## src/rtl/regfile_pkg.sv

```systemverilog
// rtl/regfile_pkg.sv - shared register-file widths, state encoding and constants
package regfile_pkg;

    localparam int REG_ADDR_W = 5;
    localparam int DATA_W     = 32;
    localparam int NUM_REGS   = 32;

    typedef enum logic {
        INIT = 1'b0,
        RUN  = 1'b1
    } state_t;

    localparam logic [REG_ADDR_W-1:0] ZERO_REG = 5'd0;
    localparam logic [REG_ADDR_W-1:0] LAST_REG = REG_ADDR_W'(NUM_REGS - 1);

endpackage

```

## src/rtl/rr_arbiter2.sv

```systemverilog
// rtl/rr_arbiter2.sv - two-way round-robin grant with pointer flop
module rr_arbiter2 (
    input  logic       Clk,
    input  logic       Reset,
    input  logic [1:0] req,
    input  logic       accept,
    output logic [1:0] grant
);

    // ptr names the requester preferred under contention
    logic ptr;

    always_comb begin
        grant = 2'b00;
        case (req)
            2'b01:   grant = 2'b01;
            2'b10:   grant = 2'b10;
            2'b11:   grant = ptr ? 2'b10 : 2'b01;
            default: grant = 2'b00;
        endcase
    end

    always_ff @(posedge Clk or posedge Reset) begin
        if (Reset) begin
            ptr <= 1'b0;
        end else if (accept) begin
            ptr <= grant[0];
        end
    end

endmodule

```

## src/rtl/regfile_write_arbiter.sv

```systemverilog
// rtl/regfile_write_arbiter.sv - shares the regfile write port between two requesters after a post-reset clear
module regfile_write_arbiter
    import regfile_pkg::*;
#(
    parameter bit          ENABLE_INIT = 1'b1,
    parameter logic [31:0] INIT_VALUE  = 32'd0,
    parameter int          COUNT_W     = 16
) (
    input  logic                  Clk,
    input  logic                  Reset,
    input  logic                  Req0Valid,
    output logic                  Req0Ready,
    input  logic [REG_ADDR_W-1:0] Req0Reg,
    input  logic [DATA_W-1:0]     Req0Data,
    input  logic                  Req1Valid,
    output logic                  Req1Ready,
    input  logic [REG_ADDR_W-1:0] Req1Reg,
    input  logic [DATA_W-1:0]     Req1Data,
    output logic [REG_ADDR_W-1:0] WriteRegister,
    output logic [DATA_W-1:0]     WriteData,
    output logic                  RegWrite,
    output logic                  InitDone,
    output logic [COUNT_W-1:0]    WriteCount
);

    state_t                  state, state_nxt;
    logic [REG_ADDR_W-1:0]   init_cnt;
    logic                    run;
    logic [1:0]              req;
    logic [1:0]              grant;
    logic                    accept;
    logic [REG_ADDR_W-1:0]   sel_reg;
    logic [DATA_W-1:0]       sel_data;

    assign run = (state == RUN);
    assign req = {Req1Valid & run, Req0Valid & run};

    rr_arbiter2 u_arb (
        .Clk    (Clk),
        .Reset  (Reset),
        .req    (req),
        .accept (accept),
        .grant  (grant)
    );

    // grant is only ever raised for a valid requester, so it doubles as the accept
    assign Req0Ready = grant[0];
    assign Req1Ready = grant[1];
    assign accept    = |grant;
    assign sel_reg   = grant[1] ? Req1Reg  : Req0Reg;
    assign sel_data  = grant[1] ? Req1Data : Req0Data;

    always_ff @(posedge Clk or posedge Reset) begin
        if (Reset) begin
            state <= ENABLE_INIT ? INIT : RUN;
        end else begin
            state <= state_nxt;
        end
    end

    always_comb begin
        state_nxt = state;
        if (state == INIT && init_cnt == LAST_REG) begin
            state_nxt = RUN;
        end
    end

    always_ff @(posedge Clk or posedge Reset) begin
        if (Reset) begin
            RegWrite      <= 1'b0;
            WriteRegister <= '0;
            WriteData     <= '0;
            WriteCount    <= '0;
            InitDone      <= !ENABLE_INIT;
            init_cnt      <= REG_ADDR_W'(1);
        end else if (state == INIT) begin
            RegWrite      <= 1'b1;
            WriteRegister <= init_cnt;
            WriteData     <= INIT_VALUE;
            init_cnt      <= init_cnt + REG_ADDR_W'(1);
            if (init_cnt == LAST_REG) begin
                InitDone <= 1'b1;
            end
        end else if (accept) begin
            // r0 writes still consume the turn but never reach the regfile
            WriteRegister <= sel_reg;
            WriteData     <= sel_data;
            RegWrite      <= (sel_reg != ZERO_REG);
            if (sel_reg != ZERO_REG && WriteCount != {COUNT_W{1'b1}}) begin
                WriteCount <= WriteCount + COUNT_W'(1);
            end
        end else begin
            RegWrite <= 1'b0;
        end
    end

endmodule

```

## config.mk

```make
export PLATFORM = sky130hd
export DESIGN_NAME = regfile_write_arbiter
export DESIGN_NICKNAME = d
export VERILOG_FILES = /design/src/rtl/regfile_pkg.sv /design/src/rtl/rr_arbiter2.sv /design/src/rtl/regfile_write_arbiter.sv
export SDC_FILE = /design/constraint.sdc
export NUM_CORES = 1
export LEC_CHECK = 0
export CAP_MARGIN = 40
export CORE_MARGIN = 2
export CORE_UTILIZATION = 35
export CTS_CLUSTER_DIAMETER = 50
export DETAILED_ROUTE_END_ITERATION = 8
export GPL_TIMING_DRIVEN = 0
export PLACE_DENSITY = 0.81
export SYNTH_ARGS = -nofsm -noshare
export SYNTH_HDL_FRONTEND = slang
export SYNTH_SLANG_ARGS = --single-unit
```

## constraint.sdc

```tcl
create_clock -name Clk -period 2.23 [get_ports Clk]
set_input_delay 0.5575 -clock Clk [delete_from_list [all_inputs] [get_ports Clk]]
set_output_delay 0.5575 -clock Clk [all_outputs]
set_load 0.02 [all_outputs]
```

==> results.sh <==
export IMPL_status="complete, no violations"
export IMPL_endpoint_kind="flop"
export IMPL_io_buffers=134
export IMPL_p_clk_frac=0.283
export IMPL_hp_start="init_cnt[0]"
export IMPL_period_minus_slack_ns=2.16
export IMPL_cp_max_fo=10
export IMPL_reg2reg_to="WriteCount[6]"
export IMPL_syn_nets=364
export IMPL_synth_area_leaders="dfrtp_1 50%, mux2i_1 12%, nand3_1 6.5%, o21ai_0 5.7%, xor2_1 3.8%"
export IMPL_ys_warn_count=0
export IMPL_multiInputGateArea_um2=1370
export IMPL_netlist_area_um2=2990
export IMPL_grt_overflow=0
export IMPL_rows=33
export IMPL_root_buffer="clkbuf_8"
export IMPL_yosysTopAreaCellShare=0.503
export IMPL_first_pass_iters=4
export IMPL_wl_per_cell_um=15.5
export IMPL_synthFlopType="dfrtp_1"
export IMPL_cts_made_buffers=9
export IMPL_max_cap_violations=0
export IMPL_antenna_found_initial=0
export IMPL_power_switching_mw=1.06
export IMPL_setup_viol=0
export IMPL_die_area_um2=9280
export IMPL_fp_dieH_um=96.4
export IMPL_final_area_um2=4730
export IMPL_ys_ff_latch=61
export IMPL_start_util=0.362
export IMPL_ant_nets=0
export IMPL_hold_viol=0
export IMPL_synth_most_common_cell="dfrtp_1"
export IMPL_netlist_instances=283
export IMPL_maxSlewViolCount=0
export IMPL_holdPathEnd="init_cnt[0]"
export IMPL_p_leak_nw=2.04
export IMPL_hold_depth=1
export IMPL_critPathRequiredTime_ns=2.45
export IMPL_cts_buffer_depth=2
export IMPL_grt_pass1_wl_um=12800
export IMPL_crit_arrival_ns=2.38
export IMPL_drive_gt1_frac=0.100
export IMPL_fmax_ghz=0.463
export IMPL_first_iter_violations=84
export IMPL_insertion_delay_ns=0.34
export IMPL_dpl_cell_area_um2=4480
export IMPL_track_usage=0.180
export IMPL_vias_per_cell=5.05
export IMPL_place_gp_congestion=0.862
export IMPL_worst_pin_slew_ns=0.752
export IMPL_relSlewSlack=0.495
export IMPL_pwr_share_comb=0.300
export IMPL_num_io_pins=135
export IMPL_tritoncts="yes"
export IMPL_core_area_um2=8260
export IMPL_crit_type="primary input to flop"
export IMPL_via_count=2748
export IMPL_fillers=721
export IMPL_intPower_mw=2.18
export IMPL_syn2layout_area_growth_pct=58.3
export IMPL_fin_skew_ns=0.0149
export IMPL_htree_num_levels=3
export IMPL_peakVddDrop_mv=0.452
export IMPL_postCtsHoldBufs=0
export IMPL_chipWidth_um=96.4
export IMPL_seq_area_frac_synth=0.512
export IMPL_p_seq_frac=0.417
export IMPL_drc_errors=0
export IMPL_start_kind="primary input"
export IMPL_timing_rr_start="WriteCount[0]"
export IMPL_diodes=0
export IMPL_path_clk_slew_ns=0.08
export IMPL_hold_path_class="flop to flop"
export IMPL_grt_max_degree=32
export IMPL_yosys_cell_types_count=37
export IMPL_syn_area_per_cell_um2=10.5
export IMPL_p_sw_frac=0.327
export IMPL_grt_pass1_vias=2671
export IMPL_hpwlAfterDp_um=6180
export IMPL_nets=515
export IMPL_fin_crit_sh=0.969
export IMPL_r2r_cells=7
export IMPL_clock_sinks=61
export IMPL_synth_top_area_cell="dfrtp_1"
export IMPL_power_density_nw_per_um2=684
export IMPL_reg2reg_slack_ns=0.23
export IMPL_holdWs_ns=0.501
export IMPL_drt_wl_total_um=8460
export IMPL_async_flop_share=1.00
export IMPL_ff_latch_area_um2=1530
export IMPL_ys_top_cells_by_count="60 x dfrtp_1, 39 x nand3_1, 37 x mux2i_1"
export IMPL_synth_edf_count=0
layer usage:
metal	vias up	global-route usage	routed length, µm	share of wire
met5	-	0	0	0
met4	0	0.0423	57	0.0067
met3	6	0.0579	737	0.087
met2	109	0.290	4040	0.48
met1	1324	0.236	3620	0.43
li1	1309	-	-	-
layout make-up:
cell class                 instances  area share
inverter                           5     0.00397
timing repair buffer             140       0.295
clock inverter                     6     0.00953
multi-input combinational        197       0.289
sequential                        61       0.323
tap                              105      0.0278
buffer                            20      0.0220
clock buffer                      10      0.0291
through the flow:
| step | TNS (ns) | setup WS (ns) | utilization | power [mW] | std cells |
|---|---|---|---|---|---|
| after floorplan | 0 | 0.161 | - | 1.82 | 283 |
| after global placement | -65.31 | -0.917 | 0.540 | 2.30 | 522 |
| after detailed placement | -12.08 | -0.798 | 0.542 | 2.32 | 523 |
| after CTS | 0 | 0.0244 | 0.570 | 3.25 | 542 |
| after global routing | -0.00548 | -0.00548 | 0.572 | 3.41 | 544 |
| final | 0 | 0.0694 | 0.572 | 3.23 | 544 |
worst max-delay path: stages:
cell             delay (ns)
clkdlybuf4s50_1        0.44
or4_1                  0.54
nor2_2                 0.15
a2bb2oi_4              0.26
buf_4                  0.22
nor3_1                 0.07
xor2_1                 0.15
kinds of logic after synthesis:
kind of cell | after synthesis | share of synthesized area
and+or+nand+nor | 91 | 0.160
AOI/OAI and AO/OA | 45 | 0.0884
adders and majority gates | 3 | 0.0126
xor gates and xnor gates | 16 | 0.0469
buffers and inverters | 25 | 0.0377
DFF | 61 | 0.512
muxes | 42 | 0.143
power groups by stage:
stage	clock network [mW]	logic [mW]	registers, mW
4_1_cts	0.928	0.972	1.35
6_report	0.917	0.970	1.35
3_3_place_gp	0	0.934	1.36
2_1_floorplan	0	0.306	1.51
5_1_grt	0.991	1.05	1.37
3_5_place_dp	0	0.955	1.37
cells in the final DEF (no fill, tap or decap), types with 2 or more instances in the layout:
cell / n
inv_6: 2
nor3_1: 5
clkinv_2: 2
or4_1: 2
o21ai_0: 33
nand3_1: 39
clkbuf_1: 13
inv_1: 4
nor2_1: 12
buf_4: 10
nor3b_1: 2
a31oi_1: 2
dfrtp_1: 60
clkbuf_8: 10
clkinv_4: 2
mux2i_1: 37
a21oi_1: 2
dlymetal6s2s_1: 2
xnor2_1: 3
o221ai_1: 2
clkdlybuf4s50_1: 130
buf_2: 3
and3_1: 2
ha_1: 3
mux2_2: 2
xor2_1: 13
nand2b_1: 2
nand2_1: 9
mux2_1: 3
nor2b_1: 2
nand4_1: 7
state kept, by name, indices dropped and copies added, names as in the netlist:
name and cells:
RegWrite 1, WriteCount 16, WriteData 32, WriteRegister 5, init_cnt 5, run 1, u_arb.ptr 1
timing repair:
| item | in CTS | in global routing |
|---|---|---|
| gates cloned | 0 | 0 |
| gates resized for setup | 19 | 2 |
| setup endpoints to repair | 2 | 18 |
| setup buffers | 3 | 2 |
| pin swaps | 3 | 1 |
worst max-delay path by stage:
stage	start	to	depth (start not counted)
after global routing	Req0Reg[2]	WriteCount[1]	6
after detailed placement	Req1Valid	Req1Ready	5
after floorplan	Reset	RegWrite	1
after global placement	Reset	WriteData[11]	2
after CTS	Req0Valid	Req1Ready	5
final	Req0Reg[2]	WriteCount[6]	7
Power figures use the tool's default switching activity.
